### src/rtl/rect_fill_engine.sv
// Filled-rectangle rasterizer feeding the frame-buffer GPU write port.
// Accepts one corner-pair command and emits one registered pixel write per cycle.
//
// state | meaning
// ------+------------------------------------------------------------
// IDLE  | waiting for a command; cmd_ready high outside reset
// SETUP | clamp far corner to screen, reject empty, seed first pixel
// FILL  | one pixel write per cycle in raster order
// DONE  | one-cycle completion pulse, then back to IDLE
module rect_fill_engine #(
    parameter int H_RES   = 320,
    parameter int V_RES   = 240,
    parameter int ADDR_W  = 17,
    parameter int COLOR_W = 4
) (
    input  logic               gpu_clk,
    input  logic               gpu_rst,
    input  logic               cmd_valid,
    output logic               cmd_ready,
    input  logic [8:0]         cmd_x0,
    input  logic [7:0]         cmd_y0,
    input  logic [8:0]         cmd_x1,
    input  logic [7:0]         cmd_y1,
    input  logic [COLOR_W-1:0] cmd_color,
    output logic [ADDR_W-1:0]  gpu_pixel_addr,
    output logic [COLOR_W-1:0] gpu_pixel_data,
    output logic               gpu_we,
    output logic               busy,
    output logic               done
);

    typedef enum logic [1:0] {IDLE, SETUP, FILL, DONE} state_t;

    localparam logic [9:0]        X_LIM      = 10'(H_RES);
    localparam logic [9:0]        X_LAST     = 10'(H_RES - 1);
    localparam logic [8:0]        Y_LIM      = 9'(V_RES);
    localparam logic [8:0]        Y_LAST     = 9'(V_RES - 1);
    localparam logic [ADDR_W-1:0] ROW_STRIDE = ADDR_W'(H_RES);

    state_t               state, state_d;
    logic [8:0]           xmin, xmin_d, xmax, xmax_d, x, x_d;
    logic [7:0]           ymin, ymin_d, ymax, ymax_d, y, y_d;
    logic [COLOR_W-1:0]   color, color_d;
    logic [ADDR_W-1:0]    row_base, row_base_d;
    logic [ADDR_W-1:0]    addr_d;
    logic [COLOR_W-1:0]   data_d;
    logic                 we_d, busy_d, done_d;
    logic                 empty;
    logic [ADDR_W-1:0]    setup_base;

    assign cmd_ready = (state == IDLE) & ~gpu_rst;

    // Only xmin/ymin can be off-screen after normalization; the far corner is clamped.
    assign empty      = ({1'b0, xmin} >= X_LIM) || ({1'b0, ymin} >= Y_LIM);
    assign setup_base = ADDR_W'(ymin) * ROW_STRIDE;

    always_ff @(posedge gpu_clk) begin
        if (gpu_rst) begin
            state          <= IDLE;
            gpu_we         <= 1'b0;
            gpu_pixel_addr <= '0;
            gpu_pixel_data <= '0;
            busy           <= 1'b0;
            done           <= 1'b0;
            xmin           <= '0;
            xmax           <= '0;
            ymin           <= '0;
            ymax           <= '0;
            x              <= '0;
            y              <= '0;
            color          <= '0;
            row_base       <= '0;
        end else begin
            state          <= state_d;
            gpu_we         <= we_d;
            gpu_pixel_addr <= addr_d;
            gpu_pixel_data <= data_d;
            busy           <= busy_d;
            done           <= done_d;
            xmin           <= xmin_d;
            xmax           <= xmax_d;
            ymin           <= ymin_d;
            ymax           <= ymax_d;
            x              <= x_d;
            y              <= y_d;
            color          <= color_d;
            row_base       <= row_base_d;
        end
    end

    always_comb begin
        state_d    = state;
        xmin_d     = xmin;
        xmax_d     = xmax;
        ymin_d     = ymin;
        ymax_d     = ymax;
        x_d        = x;
        y_d        = y;
        color_d    = color;
        row_base_d = row_base;
        addr_d     = gpu_pixel_addr;
        data_d     = gpu_pixel_data;
        we_d       = 1'b0;
        busy_d     = busy;
        done_d     = 1'b0;

        case (state)
            IDLE: begin
                if (cmd_valid) begin
                    xmin_d  = (cmd_x0 < cmd_x1) ? cmd_x0 : cmd_x1;
                    xmax_d  = (cmd_x0 < cmd_x1) ? cmd_x1 : cmd_x0;
                    ymin_d  = (cmd_y0 < cmd_y1) ? cmd_y0 : cmd_y1;
                    ymax_d  = (cmd_y0 < cmd_y1) ? cmd_y1 : cmd_y0;
                    color_d = cmd_color;
                    busy_d  = 1'b1;
                    state_d = SETUP;
                end
            end
            SETUP: begin
                xmax_d = ({1'b0, xmax} > X_LAST) ? X_LAST[8:0] : xmax;
                ymax_d = ({1'b0, ymax} > Y_LAST) ? Y_LAST[7:0] : ymax;
                if (empty) begin
                    done_d  = 1'b1;
                    state_d = DONE;
                end else begin
                    // First pixel address is issued here so writes start the next cycle.
                    row_base_d = setup_base;
                    x_d        = xmin;
                    y_d        = ymin;
                    we_d       = 1'b1;
                    addr_d     = setup_base + ADDR_W'(xmin);
                    data_d     = color;
                    state_d    = FILL;
                end
            end
            FILL: begin
                if (x == xmax) begin
                    if (y == ymax) begin
                        done_d  = 1'b1;
                        state_d = DONE;
                    end else begin
                        x_d        = xmin;
                        y_d        = y + 8'd1;
                        row_base_d = row_base + ROW_STRIDE;
                        we_d       = 1'b1;
                        addr_d     = row_base + ROW_STRIDE + ADDR_W'(xmin);
                    end
                end else begin
                    x_d    = x + 9'd1;
                    we_d   = 1'b1;
                    addr_d = row_base + ADDR_W'(x) + ADDR_W'(1);
                end
            end
            DONE: begin
                busy_d  = 1'b0;
                state_d = IDLE;
            end
            default: state_d = IDLE;
        endcase
    end

endmodule

### config.mk
export PLATFORM = sky130hd
export DESIGN_NAME = rect_fill_engine
export DESIGN_NICKNAME = d
export VERILOG_FILES = /design/src/rtl/rect_fill_engine.sv
export SDC_FILE = /design/constraint.sdc
export NUM_CORES = 1
export LEC_CHECK = 0
export BUFFER_PORTS_ARGS = -buffer_cell sky130_fd_sc_hd__buf_4
export CAP_MARGIN = 40
export CORE_MARGIN = 1
export CORE_UTILIZATION = 35
export CTS_CLUSTER_SIZE = 40
export DETAILED_ROUTE_END_ITERATION = 8
export PLACE_DENSITY = 0.59
export SLEW_MARGIN = 10
export SYNTH_ARGS = -nofsm -noshare
export SYNTH_HDL_FRONTEND = slang
export SYNTH_SLANG_ARGS = --single-unit
### constraint.sdc
create_clock -name gpu_clk -period 2.4 [get_ports gpu_clk]
set_input_delay 0 -clock gpu_clk [delete_from_list [all_inputs] [get_ports gpu_clk]]
set_output_delay 0 -clock gpu_clk [all_outputs]
set_load 0.05 [all_outputs]
==> impl_metrics.yaml <==
status:
  run_status: "finished with violations"
  violated_checks: "hold timing, setup timing"
layout:
  drive_gt1_frac: 0.217
  num_antenna_cells: 0
  final_design_area_no_fill_um2: 8520
  n_fill_cell: 1688
  nets: 1036
  final_common_cell: "sky130_fd_sc_hd__buf_4"
  area_delta_synth_final_pct: 34.5
  commonest_non_fill_non_tap_cells_in_the_layout: "sky130_fd_sc_hd__buf_4, sky130_fd_sc_hd__dfxtp_1, sky130_fd_sc_hd__a21oi_1"
  utilization: 0.487
worst_setup_path:
  worst_path_dominant_cell_family: "adder cells"
  path_max_fanout: 4
  crit_path_category: "reg2reg"
  path_cells: "ha_4, ha_4, fa_2, a211oi_2, nor2_1, xor2_1, buf_4, nand4_1, o21ai_1, nand2_1, o21ai_1"
  end_kind: "flop"
  cp_slowest_cell: "sky130_fd_sc_hd__fa_2"
  crit_buf_inv: 1
  setup.worst_path.start_class: "flop"
  cp_data_arrival_time_ps: 2690
  timing.critical_path.slowest_cell_delay_ps: 360
  worst-endpoint-required_ps: 2690
placed_design:
  gpl.final_weighted_congestion: 0.871
  hpwlAfterDp_um: 13300
  dp_worst_setup_slack_ps: -93.7
  buffer_ports.inserted: 65
  dpl_cell_area_um2: 7420
min_path:
  min-delay-path-class: "in2reg"
detailed_routing:
  firstDrtPassIters: 5
  antenna_left: 0
  routed_wl_um: 19200
  avgViaCountPerCell: 5.35
  detailroute.via_count: 6287
  drt_wl_cell_um: 16.3
  remaining_drc_errors: 0
  dr.first_iter.drc_count: 472
die:
  std_cell_rows: 48
  pin_count: 66
  area_of_the_die_um2: 18600
  core_area_um2: 17500
  floorplan.initialDensity: 0.363
  die_width_um: 137
  fp.dieH_um: 137
clock_tree:
  deepest_clock_path_buffer_count: 2
  htreeDepth: 3
  clkSlewWorstSetupHoldPaths_ps: 70
  cts_tree: "built"
  clock_latency_on_the_worst_skew_pair_ps: 350
  ctsRootBufferMaster: "sky130_fd_sc_hd__clkbuf_16"
  cts_made_buffers: 9
  tritoncts_num_sinks: 91
sta:
  finalSetupViolCount: 1
  setup_slack_after_layout_ps: -0.0864
  finalHoldViolCount: 3
  rsz0062_at_grt: "true"
  achievable-frequency_ghz: 0.417
  worst_clock_skew_ps: 5.90
  timing.final.crit_period_ps: 2400
  max_slew.worst_pin.slew_ps: 559
  fin_crit_sh: 1.00
  report.final.slew_viol_count: 0
  worst_rel_slew_slack: 0.627
  whs_ps: -51.0
job:
  timing.max_cap.violations: 0
global_route:
  aggregate_global_route_resource_usage: 0.205
  grt_first_pass_wirelength_um: 29600
  grt_max_degree: 42
  grt_pass1_vias: 5756
  number_of_antenna_violations_at_the_first_check_in_global_routing: 0
  globalRouteOverflowTotal: 0
synthesis:
  postSynthRegisterBits: 91
  synthesis.nets: 884
  async_reset_ff_frac: 0
  yosys_warnings: 0
  synth-main-ff-cell: "sky130_fd_sc_hd__dfxtp_1"
  synth_enable_flop_cells: 0
  post_synth_num_cell_types: 66
  mappedNetlistArea_um2: 6340
  synth-seq-area-share: 0.288
  post_synth_inst_count: 795
  synth_area_per_cell_um2: 7.97
pwr:
  leakage_nw: 3.66
  power_density_over_cell_area_nw_per_um2: 1180
  ir_worst_vdd_mv: 0.686
stage by stage:
stage	setup TNS (ps)	instances	power, mW
2_1_floorplan	-28.2	795	6.13
3_3_place_gp	-305	1100	7.86
3_5_place_dp	-391	1100	7.90
4_1_cts	-6.20	1166	9.87
5_1_grt	-511	1176	10.7
6_report	-0.0864	1176	10.0
synthesized netlist by cell type, types with 4 or more instances:
master                     instances  area (um^2)
sky130_fd_sc_hd__clkbuf_1         24         90.1
sky130_fd_sc_hd__buf_2            18         90.1
sky130_fd_sc_hd__a31oi_1           8         50.1
sky130_fd_sc_hd__nor2_1           58          218
sky130_fd_sc_hd__ha_1             46          576
sky130_fd_sc_hd__inv_1            28          105
sky130_fd_sc_hd__xor2_1           29          254
sky130_fd_sc_hd__a21o_1           10         75.1
sky130_fd_sc_hd__and3_1           10         62.6
sky130_fd_sc_hd__or3_1             4         25.0
sky130_fd_sc_hd__nand2_1          71          267
sky130_fd_sc_hd__xnor2_1          19          166
sky130_fd_sc_hd__o211ai_1          8         60.1
sky130_fd_sc_hd__nor2b_1           8         50.1
sky130_fd_sc_hd__o21ai_1           5         25.0
sky130_fd_sc_hd__o21a_1            6         45.0
sky130_fd_sc_hd__a21oi_1          80          400
sky130_fd_sc_hd__nand2b_1          7         43.8
sky130_fd_sc_hd__a22oi_1          10         75.1
sky130_fd_sc_hd__o21ai_0          76          380
sky130_fd_sc_hd__nand3_1          24          120
sky130_fd_sc_hd__nand4_1          10         62.6
sky130_fd_sc_hd__mux2i_1          46          460
sky130_fd_sc_hd__nor3_1           21          105
sky130_fd_sc_hd__a211oi_1         11         82.6
sky130_fd_sc_hd__and2_1            6         37.5
sky130_fd_sc_hd__dfxtp_1          91         1820
sky130_fd_sc_hd__mux2_2            5         56.3
sky130_fd_sc_hd__buf_6             4         45.0
state kept, by name, indices dropped and copies added, names as in the netlist:
register / cells
x: 8
color: 4
ymin: 8
gpu_pixel_addr: 17
ymax: 8
busy: 1
row_base: 11
done: 1
xmax: 9
state: 2
gpu_we: 1
y: 8
xmin: 9
gpu_pixel_data: 4
worst min-delay path: cells and delay by family:
| kind | cells | cell delay [ps] |
|---|---|---|
| AO/OA/AOI/OAI | 1 | 110 |
| multiplexers | 1 | 60 |
| buffers and inverters | 1 | 90 |
cells by family (layout without fill, tap and decap cells):
family                   after synthesis  in the layout  synth area share
AO/OA/AOI/OAI                        245            245             0.235
multiplexers                          51             51            0.0816
XOR/XNOR                              48             48            0.0664
adder cells (fa/ha/maj)               49             49            0.0987
other                                  1              1          0.000592
AND/OR/NAND/NOR                      232            232             0.174
flip-flops                            91             91             0.288
buffers and inverters                 78            234            0.0557
per-layer routing:
| layer | track usage | wire length, um | vias to the layer above |
|---|---|---|---|
| met5 | 0 | 0 | - |
| met4 | 0.0580 | 302 | 0 |
| met3 | 0.0348 | 828 | 21 |
| met2 | 0.329 | 9030 | 157 |
| met1 | 0.279 | 9040 | 2947 |
| li1 | - | - | 3162 |
power breakdown:
group	internal (mW)	switching, mW	leakage, nW
logic	2.41	3.32	2.73
clock network	1.14	0.619	0.179
registers	2.03	0.524	0.749
total	5.58	4.46	3.66
area by class of cell:
type	instances	area, um^2	share of cell area
multi-input combinational	626	4310	0.506
sequential	91	1830	0.215
timing repair buffer	191	1620	0.191
tap	225	282	0.0330
clock buffer	10	239	0.0281
clock inverter	5	125	0.0147
inverter	28	105	0.0123
what timing repair did:
action,in CTS,in global routing
hold buffers,48,2
buffers inserted,3,14
endpoints found under the setup margin,6,21
endpoints found under the hold margin,41,2
resized for setup,10,31
pin swaps,13,20
gates cloned,0,1
worst paths after layout:
| path | end | slack (ps) | startpoint | depth (start not counted) |
|---|---|---|---|---|
| max reg2reg | gpu_pixel_addr[16] | -0.09 | ymin[1] | 11 |
| max | gpu_pixel_addr[16] | -0.09 | ymin[1] | 11 |
| min | ymax[0] | -50 | cmd_y1[0] | 3 |
| min reg2reg | gpu_pixel_addr[7] | 450 | gpu_pixel_addr[7] | 2 |
(Power assumes the default switching activity.)
